### src/rtl/axis_byte_packer.sv
// Packs an 8-bit AXI-Stream into OUT_BYTES-wide little-endian words. A word is emitted
// when it is full or when tlast arrives. Completed packets are counted for status.
module axis_byte_packer #(
   parameter int OUT_BYTES = 4,
   parameter int CNT_W     = 16
) (
   input  logic                   aclk,
   input  logic                   aresetn,
   input  logic [7:0]             s_axis_tdata,
   input  logic                   s_axis_tvalid,
   input  logic                   s_axis_tlast,
   output logic                   s_axis_tready,
   output logic [8*OUT_BYTES-1:0] m_axis_tdata,
   output logic [OUT_BYTES-1:0]   m_axis_tkeep,
   output logic                   m_axis_tvalid,
   output logic                   m_axis_tlast,
   input  logic                   m_axis_tready,
   output logic [CNT_W-1:0]       pkt_count
);
   localparam int               IDX_W    = $clog2(OUT_BYTES);
   localparam logic [IDX_W-1:0] LAST_IDX = IDX_W'(OUT_BYTES - 1);

   logic [IDX_W-1:0]       idx;
   logic [8*OUT_BYTES-1:0] acc;
   logic [OUT_BYTES-1:0]   acc_keep;
   logic [8*OUT_BYTES-1:0] new_word;
   logic [OUT_BYTES-1:0]   new_keep;
   logic                   accept;
   logic                   completing;
   logic                   out_hs;

   // Conservative: any byte stalls while the output word is blocked.
   assign s_axis_tready = !m_axis_tvalid || m_axis_tready;
   assign accept        = s_axis_tvalid && s_axis_tready;
   assign completing    = (idx == LAST_IDX) || s_axis_tlast;
   assign out_hs        = m_axis_tvalid && m_axis_tready;

   // Lanes above idx in acc are always zero, so only lane idx needs replacing.
   always_comb begin
      new_word = acc;
      new_keep = acc_keep;
      for (int i = 0; i < OUT_BYTES; i++) begin
         if (IDX_W'(i) == idx) begin
            new_word[8*i +: 8] = s_axis_tdata;
            new_keep[i]        = 1'b1;
         end
      end
   end

   always_ff @(posedge aclk or negedge aresetn) begin
      if (!aresetn) begin
         idx      <= '0;
         acc      <= '0;
         acc_keep <= '0;
      end else if (accept) begin
         if (completing) begin
            idx      <= '0;
            acc      <= '0;
            acc_keep <= '0;
         end else begin
            idx                <= idx + 1'b1;
            acc[idx*8 +: 8]    <= s_axis_tdata;
            acc_keep[idx]      <= 1'b1;
         end
      end
   end

   // A completing accept reloads the output even during a handshake: no bubble.
   always_ff @(posedge aclk or negedge aresetn) begin
      if (!aresetn) begin
         m_axis_tdata  <= '0;
         m_axis_tkeep  <= '0;
         m_axis_tvalid <= 1'b0;
         m_axis_tlast  <= 1'b0;
      end else if (accept && completing) begin
         m_axis_tdata  <= new_word;
         m_axis_tkeep  <= new_keep;
         m_axis_tvalid <= 1'b1;
         m_axis_tlast  <= s_axis_tlast;
      end else if (out_hs) begin
         m_axis_tvalid <= 1'b0;
         m_axis_tlast  <= 1'b0;
      end
   end

   always_ff @(posedge aclk or negedge aresetn) begin
      if (!aresetn) begin
         pkt_count <= '0;
      end else if (out_hs && m_axis_tlast) begin
         pkt_count <= pkt_count + 1'b1;
      end
   end
endmodule

### config.mk
export PLATFORM = sky130hd
export DESIGN_NAME = axis_byte_packer
export DESIGN_NICKNAME = d
export VERILOG_FILES = /design/src/rtl/axis_byte_packer.sv
export SDC_FILE = /design/constraint.sdc
export NUM_CORES = 1
export LEC_CHECK = 0
export CAP_MARGIN = 5
export CELL_PAD_IN_SITES_DETAIL_PLACEMENT = 0
export CELL_PAD_IN_SITES_GLOBAL_PLACEMENT = 2
export CORE_MARGIN = 5
export CORE_UTILIZATION = 44
export DETAILED_ROUTE_END_ITERATION = 16
export DONT_BUFFER_PORTS = 1
export PLACE_DENSITY_LB_ADDON = 0.1
export SYNTH_ARGS = -nofsm -noshare
export SYNTH_HDL_FRONTEND = slang
export SYNTH_SLANG_ARGS = --single-unit
### constraint.sdc
create_clock -name aclk -period 4 [get_ports aclk]
set_clock_uncertainty 0.15 [all_clocks]
set_input_delay 0.6 -clock aclk [delete_from_list [all_inputs] [get_ports aclk]]
set_output_delay 0.6 -clock aclk [all_outputs]
set_load 0.02 [all_outputs]
* Word level (Yosys, flattened, before mapping)
Cells that the tools add are included.
** Operators by class
- Bitwise gates (word level) :: 1
- Equal/unequal tests :: 4
- Shifts and indexed selects :: 2
- Magnitude comparators :: 2
- Reduce and logical (&&, ||, !) cells :: 10
- Mux-type cells :: 17
- Add/sub/neg operators :: 3
** Operators with widths (number)
- 5-bit negator with 34-bit output :: 1
- 8-bit by 34-bit variable shift with 32-bit output, first input constant :: 1
- 8-bit by 34-bit indexed part select with 32-bit output :: 1
- 32-bit bitwise mux :: 1
- 32-bit two-way mux :: 1
- 8-bit two-way mux :: 4
- 16-bit by 1-bit adder with 16-bit output, second input constant :: 1
- 1-bit two-way mux :: 8
- 1-bit logical AND :: 5
- 2-bit equality test, first input constant :: 2
- 4-bit two-way mux :: 1
- 4-bit OR :: 1
- 2-bit by 3-bit less-than comparator with 1-bit output, second input constant :: 1
- 2-bit by 1-bit adder with 2-bit output, second input constant :: 1
- 1-bit demux with 2-bit select :: 1
- 1-bit by 2-bit equality test with 1-bit output, first input constant :: 1
- 2-bit equality test, second input constant :: 1
- 2-bit by 1-bit >= comparator with 1-bit output, second input constant :: 1
- 2-bit logical NOT :: 1
- 1-bit logical OR :: 2
- 2-bit two-way mux :: 1
- 2-bit nonzero test :: 1
- 1-bit logical NOT :: 1
** Word-level totals
- Logic and storage cells :: 47
- Register bits :: 92
- Output and inout bits :: 55
- Input port bits :: 13

* Depth between registers and ports, before layout
Gate-level depths: netlist of the first run.
- Depth after elaboration :: 6
- Depth in mapped cells :: 7
- Mapped depth without buffers :: 5

* Least setup slack after synthesis of the first run
Ideal clock, no wire load.
- Path type :: flip-flop to flip-flop
- From :: register idx[0]
- To :: register acc[24]
- Path slack :: 1994 ps
- Period minus slack after synthesis :: 2006 ps
- Data required time :: 3784 ps
- Arrival :: 1790 ps
- Stages on the path, launching flop included :: 8
- Setup time :: 66 ps
- Buffers on the path :: 2
- Cell sequence :: dfrtp_1 inv_1 ha_1 buf_2 nor4b_4 and4b_1 buf_4 a22o_1
** On the way
- Word-level cells in the longest chain between the ends :: 4
- Elaborated cells on any way between the ends :: 7
- Classes of those cells :: 1 x add/sub; 1 x eq/ne; 2 x shift; 2 x mux; 1 x reduce/logical
** RTL lines
- start, declared :: RTL line 23 : logic [IDX_W-1:0] idx;
- start signal, assigned :: RTL line 61 : idx <= idx + 1'b1;
- 5-bit negator with 34-bit output :: RTL line 62 : acc[idx*8 +: 8] <= s_axis_tdata;
- 8-bit by 34-bit indexed part select with 32-bit output or 8-bit by 34-bit variable shift with 32-bit output (tied branches) :: RTL line 62
- 32-bit bitwise mux :: RTL line 62
- 32-bit two-way mux * :: RTL line 56 : if (completing) begin
- end signal, assigned by index :: RTL line 62
- end, declared :: RTL line 24 : logic [8*OUT_BYTES-1:0] acc;
Mark *: on every way between the ends. The rest lies on a longest branch, timed or not.
A chain may end at the register's enable or synchronous reset.

* Final worst setup path of the first run
- From :: register idx[0]
- To :: register acc[28]
Same word-level chain as after synthesis.

==> results of run 1 <==
==> placed cells by master (no fill, tap or decap), types with 4 or more instances in the layout <==
cell	Yosys	routed
dfrtp_1	92	92
nand2_1	46	46
o21ai_1	39	39
mux2i_1	32	32
a22o_1	32	32
nor2_1	13	13
clkbuf_8	0	11
xnor2_1	10	10
ha_1	9	9
nand4_1	6	6
nand3_1	7	6
xor2_1	5	5
inv_1	4	4
a21oi_1	4	4
==> synth_stat cells, drive strengths merged, types with 5 or more instances <==
library cell and instances:
dfrtp 92, nand2 46, o21ai 42, a22o 32, mux2i 32, buf 20, nor2 13, xnor2 10
ha 9, nand3 7, nand4 6, inv 5, xor2 5
==> logic make-up after synthesis <==
family          share of synthesized area, %
mux                                     8.30
flops                                   57.6
xor+xnor                                3.29
compound gates                          13.3
buf+inv                                 3.57
simple gates                            11.0
fa+ha+maj                               2.82
==> stage by stage <==
| stage | cell area (µm²) | hold WS, ps | std cells |
|---|---|---|---|
| 3_3_place_gp | 4030 | 157 | 431 |
| 3_5_place_dp | 4030 | 158 | 431 |
| 5_1_grt | 4250 | 26.3 | 447 |
| 6_report | 4250 | 6.58 | 447 |
| 4_1_cts | 4250 | 17.0 | 447 |
| 2_1_floorplan | 3990 | 154 | 345 |
==> worst paths after layout <==
kind,to,slack (ps),depth (start not counted)
worst min-delay path,m_axis_tdata[25]$_DFFE_PN0P_,7,1
min in group aclk,m_axis_tlast$_DFFE_PN0P_,210,2
max in group asynchronous,acc[4]$_DFFE_PN0P_,3340,1
worst max register to register,acc[28]$_DFFE_PN0P_,1450,5
worst min register to register,acc_keep[3]$_DFFE_PN0P_,350,2
worst max-delay path,acc[28]$_DFFE_PN0P_,1450,5
==> metal layers <==
metal	vias to the layer above	GRT usage, %
li1	1192	-
met1	1227	21.0
met2	43	25.2
met3	12	4.34
met4	0	5.48
met5	-	0
==> state kept, by name, summed over array words and instances (netlist names) <==
register	cells
acc	32
acc_keep	4
idx	2
m_axis_tdata	32
m_axis_tkeep	4
m_axis_tlast	1
m_axis_tvalid	1
pkt_count	16
==> final cells by class <==
cell class,count,area (µm²),share of cell area (%)
flip-flops and latches,92,2300,54.1
multi-input cells,224,1550,36.5
clock buffers,12,155,3.65
well taps,108,135,3.18
clock inverters,3,46.3,1.09
repair buffers,3,42.5,1.00
inverters,5,18.8,0.441
==> where the power goes <==
group / total, µW / internal (µW) / switching [µW] / leakage, µW
combinational: 365 / 155 / 210 / 0.000583
clock: 640 / 321 / 318 / 0.0000987
sequential: 1290 / 1060 / 230 / 0.00124
total: 2290 / 1530 / 758 / 0.00192
==> summary.txt, run 1 <==
Logic synthesis
  – Post-synthesis sequential area ratio: approximately 58%
  – Ranking of synthesized cells by area: dfrtp_1, mux2i_1, a22o_1, o21ai_1, nand2_1
  – #FFs+latches synth: 92
  – Synth Instances: roughly 350
  – Synth top area share: between 50% and 60%
  – Post-Syn Area: ~0.0040 mm²
  – Avg Inst Size Synth: between 10 and 15 µm²
  – Yosys top cell by area: dfrtp_1
  – Post-synth EDFFs: 0
  – Post-synthesis cell type count: 34
  – Yosys warns: 0
  – Asr flop ratio synth: between 90% and 100%
  – Leading register cell type out of synthesis: dfrtp_1
  – Syn_nets: between 300 and 400

Place
  – Port buffer count: 0
  – DP HPWL: between 5 and 6 mm
  – Final Wtd Congestion: between 0.7 and 0.8
  – Pre-CTS setup slack: roughly 1500 ps

Job
  – Max-Cap Viols: 0

Setup path
  – Worst Path Max Fanout: 12
  – Startpoint types: flip-flop
  – Worst-path cell chain: ha_1, or2_1, nor4b_4, and4b_1, a22o_1
  – FF-to-FF Start: idx[0]$_DFFE_PN0P_
  – Crit-path slowest cell: dfrtp_1
  – Critical Path Start: idx[0]$_DFFE_PN0P_
  – CP Data Required Time: 4130 ps
  – Delay of the slowest critical-path stage: around 510 ps
  – Critical path class: flip-flop to flip-flop
  – Critical path buffers and inverters: 0
  – Arrival @ worst endpoint: around 2700 ps
  – CP Capture Type: flip-flop
  – Cell class contributing the biggest share of worst-path delay: simple AND/OR/NAND/NOR gates

Clock tree
  – Post-CTS Setup Inserts: 0
  – Total clock sinks: between 90 and 100
  – H-tree depth: 3
  – CTS tree: done
  – Worst-path clk slew: ~80 ps
  – Worst-Skew Late Latency: between 300 and 400 ps
  – Hold-fix buffers, CTS: 1
  – Number of gates resized after CTS: 0
  – Max Root-Sink Buffers: 2
  – Root Driver: clkbuf_8
  – CTS buffer count: 9

Cells and area
  – Antenna diodes: 0
  – Final core utilization: between 40 and 50%
  – Fillers: 842
  – Nets: 357
  – Area grow syn2layout: 6.52%
  – Share of cells above drive strength 1: ~8%

Timing
  – Min Tclk post-route: about 2600 ps
  – Post-route setup slack: 1450 ps
  – RSZ-0062 raised after global routing: false
  – Slew HR: 55.8%
  – Final setup TNS: 0 ps
  – FMAX: between 300 and 400 MHz
  – Final setup viols: 0
  – Worst slew pin tran: 658 ps
  – Part of the cycle the worst path needs: 63.9%
  – Final Hold Viols: 0
  – Final Slew Violations: 0

Detailed routing
  – Met2 WL post-DR: 4.15 mm
  – Drt via density: between 5 and 6
  – DRC viols: 0
  – Max layer used: met4
  – DR iter-0 viols: between 70 and 80
  – First-pass detailed-route iteration total: 4
  – Via Count: 2474
  – Drt wl/cell: ~19 µm
  – WL met3: between 400 and 500 µm
  – M1 WL: 3.88 mm
  – Drt total wl: between 8 and 9 mm
  – Antenna Nets Post-Route: 0

GRT
  – Largest net degree at the start of global routing: just over 90
  – Initial antenna violation count: 0
  – Remaining Overflow, GRT: 0
  – Vias in the first global route: 2472
  – Total track usage: 15.9%
  – First-pass GRT wire length: between 10 and 15 mm

Floorplan
  – Die X: approximately 110 µm
  – Area of the die: between 0.01 and 0.015 mm²
  – IO Pins: 68
  – Initial core utilization: a little under half
  – Die height: between 100 and 150 µm
  – Core area: ~0.0088 mm²
  – Row count: 34

Power and ir drop
  – Pwr/cell area: 538 mW/mm²
  – Peak VDD IR: approximately 240 µV
  – Tot Pwr: 2290 µW
  – Pleak: 0.00192 µW

Run status
  – Status: complete, no violations

Min path
  – HP Class: input pin to asynchronous set/reset pin
Power figures use the tool's default switching activity.
==> inputs of run 2 (changes only) <==
--- a/config.mk
+++ b/config.mk
@@ -9,7 +9,7 @@
 export CELL_PAD_IN_SITES_DETAIL_PLACEMENT = 0
 export CELL_PAD_IN_SITES_GLOBAL_PLACEMENT = 2
 export CORE_MARGIN = 5
-export CORE_UTILIZATION = 44
+export CORE_UTILIZATION = 37
 export DETAILED_ROUTE_END_ITERATION = 16
 export DONT_BUFFER_PORTS = 1
 export PLACE_DENSITY_LB_ADDON = 0.1
==> constraint.sdc (replaced) <==
create_clock -name aclk -period 2.05 [get_ports aclk]
set_clock_uncertainty 0.15 [all_clocks]
set_input_delay 0.3075 -clock aclk [delete_from_list [all_inputs] [get_ports aclk]]
set_output_delay 0.3075 -clock aclk [all_outputs]
set_load 0.02 [all_outputs]
==> run 2 against run 1 <==
Routed wire length increased by 7.0%. Highest routed layer unchanged. Cell count increased by 14%. Power increased by 100%. Global-route usage decreased by 0.79 points. Setup slack got worse by 1400 ps. Hold slack got worse by 530 ps. First-iteration DRC count increased by 25%. Largest power group unchanged. The run now ends with negative hold slack left.
==> summary.txt, run 2 (same netlist as run 1, synthesis figures left out) <==
Detailed routing
  – Via Count: 2593 (+4.8%)
  – DRC viols: 0 (unchanged)
  – Drt wl/cell: 17.9 µm (-6.4%)
  – Drt via density: 5.07 (-8.3%)
  – DR iter-0 viols: 99 (+25%)
  – Drt total wl: 9.17 mm (+7.0%)
  – Antenna Nets Post-Route: 0 (unchanged)
  – First-pass detailed-route iteration total: 4 (unchanged)

Clock tree
  – Hold-fix buffers, CTS: 11 (+10)
  – Max Root-Sink Buffers: 2 (unchanged)
  – Total clock sinks: 92 (unchanged)
  – CTS tree: done
  – Worst-path clk slew: 90 ps (about the same)
  – Worst-Skew Late Latency: 360 ps (about the same)
  – CTS buffer count: 9 (unchanged)
  – Root Driver: clkbuf_8
  – H-tree depth: 3 (unchanged)

Cells and area
  – Commonest non-fill, non-tap cell in the layout: dfrtp_1
  – Seq. cell area: 0.00230 mm² (unchanged)
  – Biggest regs: acc: 32 flops, m_axis_tdata: 32 flops, pkt_count: 16 flops
  – Antenna diodes: 0 (unchanged)
  – Nets: 388 (+8.7%)
  – Design Area, Final: 0.00458 mm² (+7.6%)
  – Most frequent cells in the layout: dfrtp_1, nand2_1, o21ai_1
  – Share of cells above drive strength 1: 14.0% (+6.1 points)
  – Area of the multi-input gates: 0.00156 mm² (+0.40%)
  – Fillers: 1040 (+24%)
  – Area grow syn2layout: 14.6%
  – Final core utilization: 42.8% (-5.8 points)

Timing
  – FMAX: 503 MHz (+29%)
  – Worst slew pin tran: 447 ps (-211 ps)
  – RSZ-0062 raised after global routing: true
  – Post-route setup slack: 63.7 ps (-1380 ps)
  – Final Slew Violations: 0 (unchanged)
  – Slew HR: 70.1% (+14 points)
  – Final setup viols: 0 (unchanged)
  – Final setup TNS: 0 ps (unchanged)
  – Hold Slack: -524 ps (-531 ps)
  – Final Hold Viols: 92 (+92)
  – Min Tclk post-route: 1990 ps (-569 ps)
  – Part of the cycle the worst path needs: 96.9% (+33 points)

Setup path
  – Worst Path Max Fanout: 8 (-4)
  – Startpoint types: flip-flop
  – CP Capture Type: flip-flop
  – Arrival @ worst endpoint: 2140 ps (-550 ps)
  – CP Data Required Time: 2200 ps (-1930 ps)
  – Critical path class: flip-flop to flip-flop

GRT
  – Total track usage: 15.1% (-0.79 points)
  – First-pass GRT wire length: 15.0 mm (+7.5%)
  – Initial antenna violation count: 0 (unchanged)
  – Largest net degree at the start of global routing: 93 (unchanged)
  – Remaining Overflow, GRT: 0 (unchanged)
  – Vias in the first global route: 2717 (+9.9%)

Place
  – Placed cell area: 0.00425 mm² (+5.5%)
  – Port buffer count: 0 (unchanged)
  – DP HPWL: 6.17 mm (+6.4%)
  – Final Wtd Congestion: 0.766 (+1.3%)
  – Pre-CTS setup slack: 30.1 ps (-1430 ps)

Run status
  – Failing checks: negative hold slack
  – Status: finished with violations

Floorplan
  – Die X: 114 µm (+8.2%)
  – Row count: 38 (+12%)
  – IO Pins: 68 (unchanged)
  – Core area: 0.0107 mm² (+22%)
  – Area of the die: 0.0130 mm² (+17%)
  – Die height: 114 µm (+8.2%)
  – Initial core utilization: 37.3% (-8.2 points)

Min path
  – HP Class: input pin to asynchronous set/reset pin

Power and ir drop
  – Net Sw Power: 1510 µW (+100%)
  – Peak VDD IR: 409 µV (+71%)
  – Clk pwr share: 28.0% (about the same)
  – Pint: 3120 µW (+100%)
  – Pwr/cell area: 1010 mW/mm² (+88%)
  – Combinational power share: 18.6% (+2.7 points)
  – Pleak: 0.00208 µW (+8.3%)
  – Switching part of the total: 32.7% (-0.44 points)
  – Power share of the sequential group: 53.3% (-2.8 points)

Job
  – Max-Cap Viols: 0 (unchanged)
[run 2: cell types whose count changed in the layout (fill, tap and decap cells not counted), moves of 2 or more]
cell / change
and4_1: -2
and4_2: +2
buf_12: +2
buf_4: +19
dlygate4sd3_1: +11
[run 2: layout make-up]
type                    instances  share of cell area [%]
flip-flops and latches         92                    50.3
multi-input cells             224                    34.1
repair buffers                 34                    6.72
well taps                     140                    3.83
clock buffers                  13                    3.69
clock inverters                 3                   0.957
inverters                       5                   0.410
[run 2: worst max-delay path, cell delays in order, from the launching register on]
cell	delay (ps)
dfrtp_1	420
ha_1	250
or2_1	280
nor4b_4	270
and4_2	390
a22o_1	170
[run 2: repair_timing]
item                                    in CTS  in global routing
gates resized for setup                      0                  4
endpoints found under the setup margin       0                 32
endpoints found under the hold margin      157                 92
buffers inserted                             0                  0
[run 2: routing by layer]
| layer | wire, µm | track usage (%) | vias to the layer above | part of all wire (%) |
|---|---|---|---|---|
| met5 | 0 | 0 | - | 0 |
| li1 | - | - | 1251 | - |
| met1 | 4310 | 20.3 | 1289 | 47 |
| met2 | 4290 | 23.4 | 41 | 47 |
| met3 | 391 | 3.61 | 12 | 4.3 |
| met4 | 174 | 6.41 | 0 | 1.9 |
[run 2: final timing paths]
path	startpoint	depth (start not counted)	slack (ps)	endpoint
max in group asynchronous	aresetn	0	2160	m_axis_tlast$_DFFE_PN0P_
worst min register to register	acc_keep[0]$_DFFE_PN0P_	2	350	acc_keep[0]$_DFFE_PN0P_
worst min-delay path	aresetn	0	-520	m_axis_tdata[22]$_DFFE_PN0P_
worst max-delay path	idx[0]$_DFFE_PN0P_	5	60	acc[14]$_DFFE_PN0P_
min in group aclk	s_axis_tdata[5]	2	30	m_axis_tdata[5]$_DFFE_PN0P_
worst max register to register	idx[0]$_DFFE_PN0P_	5	60	acc[14]$_DFFE_PN0P_
[run 2: power by group through the flow]
| stage | clock network, µW | registers [µW] | logic, µW |
|---|---|---|---|
| after detailed placement | 0 | 2510 | 838 |
| after CTS | 1350 | 2480 | 882 |
| final | 1300 | 2470 | 862 |
| after floorplan | 0 | 2490 | 590 |
| after global placement | 0 | 2510 | 823 |
| after global routing | 1430 | 2510 | 963 |
[run 2: metrics by stage]
step	instances	total power, µW
CTS	511	4710
global route	511	4900
floorplan	345	3080
detailed placement	484	3350
finish	511	4630
global placement	484	3330
==> inputs of run 3 (changes only) <==
--- a/config.mk
+++ b/config.mk
@@ -12,7 +12,9 @@
 export CORE_UTILIZATION = 37
 export DETAILED_ROUTE_END_ITERATION = 16
 export DONT_BUFFER_PORTS = 1
-export PLACE_DENSITY_LB_ADDON = 0.1
+export MAX_ROUTING_LAYER = met4
+export PLACE_DENSITY = 0.75
+export SLEW_MARGIN = 20
 export SYNTH_ARGS = -nofsm -noshare
 export SYNTH_HDL_FRONTEND = slang
 export SYNTH_SLANG_ARGS = --single-unit
==> run 3 against run 2 <==
The flow still finishes with violations (negative hold slack). Critical path depth is the same. First-iteration DRC count grew 73%. Hold slack lost 6.0 ps. Sequential cell count is the same. Sequential power is essentially flat. Via count grew 0.85%. Register-to-register slack gained 50 ps. Utilization grew 0.39 points. Global-route usage grew 0.38 points. Setup slack gained 53 ps. Critical path type unchanged. Largest cell class unchanged.
==> summary.txt, run 3 (same netlist as run 1, synthesis figures left out) <==
Run status
  – Status: finished with violations
  – Failing checks: negative hold slack

Power and ir drop
  – Power share of the sequential group: 53.7% (+0.4 points)
  – Pint: 3070 µW (-1.5%)
  – Peak VDD IR: 393 µV (-4.0%)
  – Net Sw Power: 1530 µW (+1.3%)
  – Clk pwr share: 27.1% (-0.9 points)
  – Pwr/cell area: 997 mW/mm² (-1.5%)
  – Switching part of the total: 33.3% (+0.61 points)
  – Pleak: 0.00209 µW (+0.52%)
  – Combinational power share: 19.2% (+0.6 points)

Floorplan
  – Die X: 114 µm (unchanged)
  – Area of the die: 0.0130 mm² (unchanged)
  – Die height: 114 µm (unchanged)
  – Initial core utilization: 37.3% (unchanged)
  – Core area: 0.0107 mm² (unchanged)
  – IO Pins: 68 (unchanged)
  – Row count: 38 (unchanged)

GRT
  – Remaining Overflow, GRT: 0 (unchanged)
  – Initial antenna violation count: 0 (unchanged)
  – Total track usage: 15.5% (+0.38 points)
  – First-pass GRT wire length: 15.0 mm (about the same)
  – Largest net degree at the start of global routing: 93 (unchanged)
  – Vias in the first global route: 2748 (+1.1%)

Clock tree
  – CTS buffer count: 9 (unchanged)
  – Max Root-Sink Buffers: 2 (unchanged)
  – Worst-path clk slew: 100 ps (about the same)
  – Root Driver: clkbuf_8
  – Total clock sinks: 92 (unchanged)
  – Worst-Skew Late Latency: 370 ps (about the same)
  – CTS tree: done
  – H-tree depth: 3 (unchanged)

Cells and area
  – Biggest regs: acc: 32 flops, m_axis_tdata: 32 flops, pkt_count: 16 flops
  – Antenna diodes: 0 (unchanged)
  – Nets: 389 (+0.26%)
  – Area grow syn2layout: 15.6%
  – Commonest non-fill, non-tap cell in the layout: dfrtp_1
  – Most frequent cells in the layout: dfrtp_1, nand2_1, o21ai_1
  – Share of cells above drive strength 1: 14.0% (-0.038 points)
  – Fillers: 1023 (-1.6%)

Setup path
  – Worst Path Max Fanout: 8 (unchanged)
  – CP Capture Type: flip-flop
  – Critical path class: flip-flop to flip-flop
  – Arrival @ worst endpoint: 2090 ps (-50 ps)
  – Startpoint types: flip-flop
  – R2r worst-path depth: 5 (unchanged)
  – CP Data Required Time: 2200 ps (about the same)

Detailed routing
  – Via Count: 2615 (+0.85%)
  – Antenna Nets Post-Route: 0 (unchanged)
  – Drt total wl: 9.16 mm (-0.13%)
  – DRC viols: 0 (unchanged)
  – Drt wl/cell: 17.9 µm (-0.33%)
  – DR iter-0 viols: 171 (+73%)
  – First-pass detailed-route iteration total: 4 (unchanged)
  – Drt via density: 5.11 (+0.65%)

Place
  – Final Wtd Congestion: 0.774 (+0.98%)
  – Port buffer count: 0 (unchanged)
  – DP HPWL: 6.08 mm (-1.6%)

Timing
  – Final Slew Violations: 0 (unchanged)
  – Worst slew pin tran: 423 ps (-24.3 ps)
  – RSZ-0062 raised after global routing: false
  – Part of the cycle the worst path needs: 94.3% (-2.6 points)
  – Slew HR: 71.7% (+1.6 points)
  – Final Hold Viols: 92 (unchanged)
  – Min Tclk post-route: 1930 ps (-53.4 ps)
  – Final setup viols: 0 (unchanged)
  – Hold Slack: -530 ps (-5.99 ps)
  – FMAX: 517 MHz (+2.8%)
  – Final setup TNS: 0 ps (unchanged)

Job
  – Max-Cap Viols: 0 (unchanged)

Min path
  – HP Class: input pin to asynchronous set/reset pin
## run 3: final cells by class
cell class	count	area, µm²	share of cell area (%)
sequential	92	2300	49.9
multi-input combinational	224	1570	34.0
timing repair buffer	35	352	7.61
tap	140	175	3.79
clock buffer	10	138	2.98
clock inverter	6	62.6	1.35
inverter	5	18.8	0.406
## run 3: path summary, 6_finish.rpt
path / start / to / slack (ps)
hold / removal: aresetn / m_axis_tdata[22]$_DFFE_PN0P_ / -530
max in group asynchronous: aresetn / m_axis_tdata[4]$_DFFE_PN0P_ / 2170
setup / recovery: idx[0]$_DFFE_PN0P_ / acc[9]$_DFFE_PN0P_ / 120
min in group aclk: s_axis_tdata[6] / m_axis_tdata[6]$_DFFE_PN0P_ / 10
setup reg to reg: idx[0]$_DFFE_PN0P_ / acc[9]$_DFFE_PN0P_ / 120
hold reg to reg: acc[31]$_DFFE_PN0P_ / acc[31]$_DFFE_PN0P_ / 350
## run 3: what timing repair did
item / in CTS / in global routing
hold buffers: 12 / 2
hold endpoints to repair: 154 / 94
endpoints found under the setup margin: 0 / 32
resized for setup: 0 / 7
setup buffers: 0 / 1
## run 3: power by group through the flow
stage	registers (µW)	clock network [µW]	logic [µW]
2_1_floorplan	2490	0	590
3_3_place_gp	2520	0	814
3_5_place_dp	2530	0	834
4_1_cts	2490	1290	879
5_1_grt	2520	1370	991
6_report	2470	1250	883
## run 3: critical path, stage by stage (launching register included)
cell	delay, ps
dfrtp_1	430
ha_1	220
or2_1	270
nor4b_4	240
and4_2	380
a22o_1	180
## run 3: per-layer routing
metal	wire (µm)	up-vias	track usage [%]	part of all wire (%)
met4	165	0	5.15	1.8
met1	4140	1293	19.5	45
met3	542	14	4.83	5.9
met5	0	-	-	0
met2	4310	54	23.8	47
li1	-	1254	-	-
## run 3: metrics by stage
stage,setup slack (ps),cell area [µm²],total power (µW),cells,util [%]
after global placement,103,4250,3340,481,39.7
after CTS,37.7,4570,4660,509,42.7
final,117,4620,4600,512,43.2
after floorplan,44.2,3990,3080,345,-
after detailed placement,59.9,4250,3360,481,39.7
after global routing,0.662,4620,4870,512,43.2
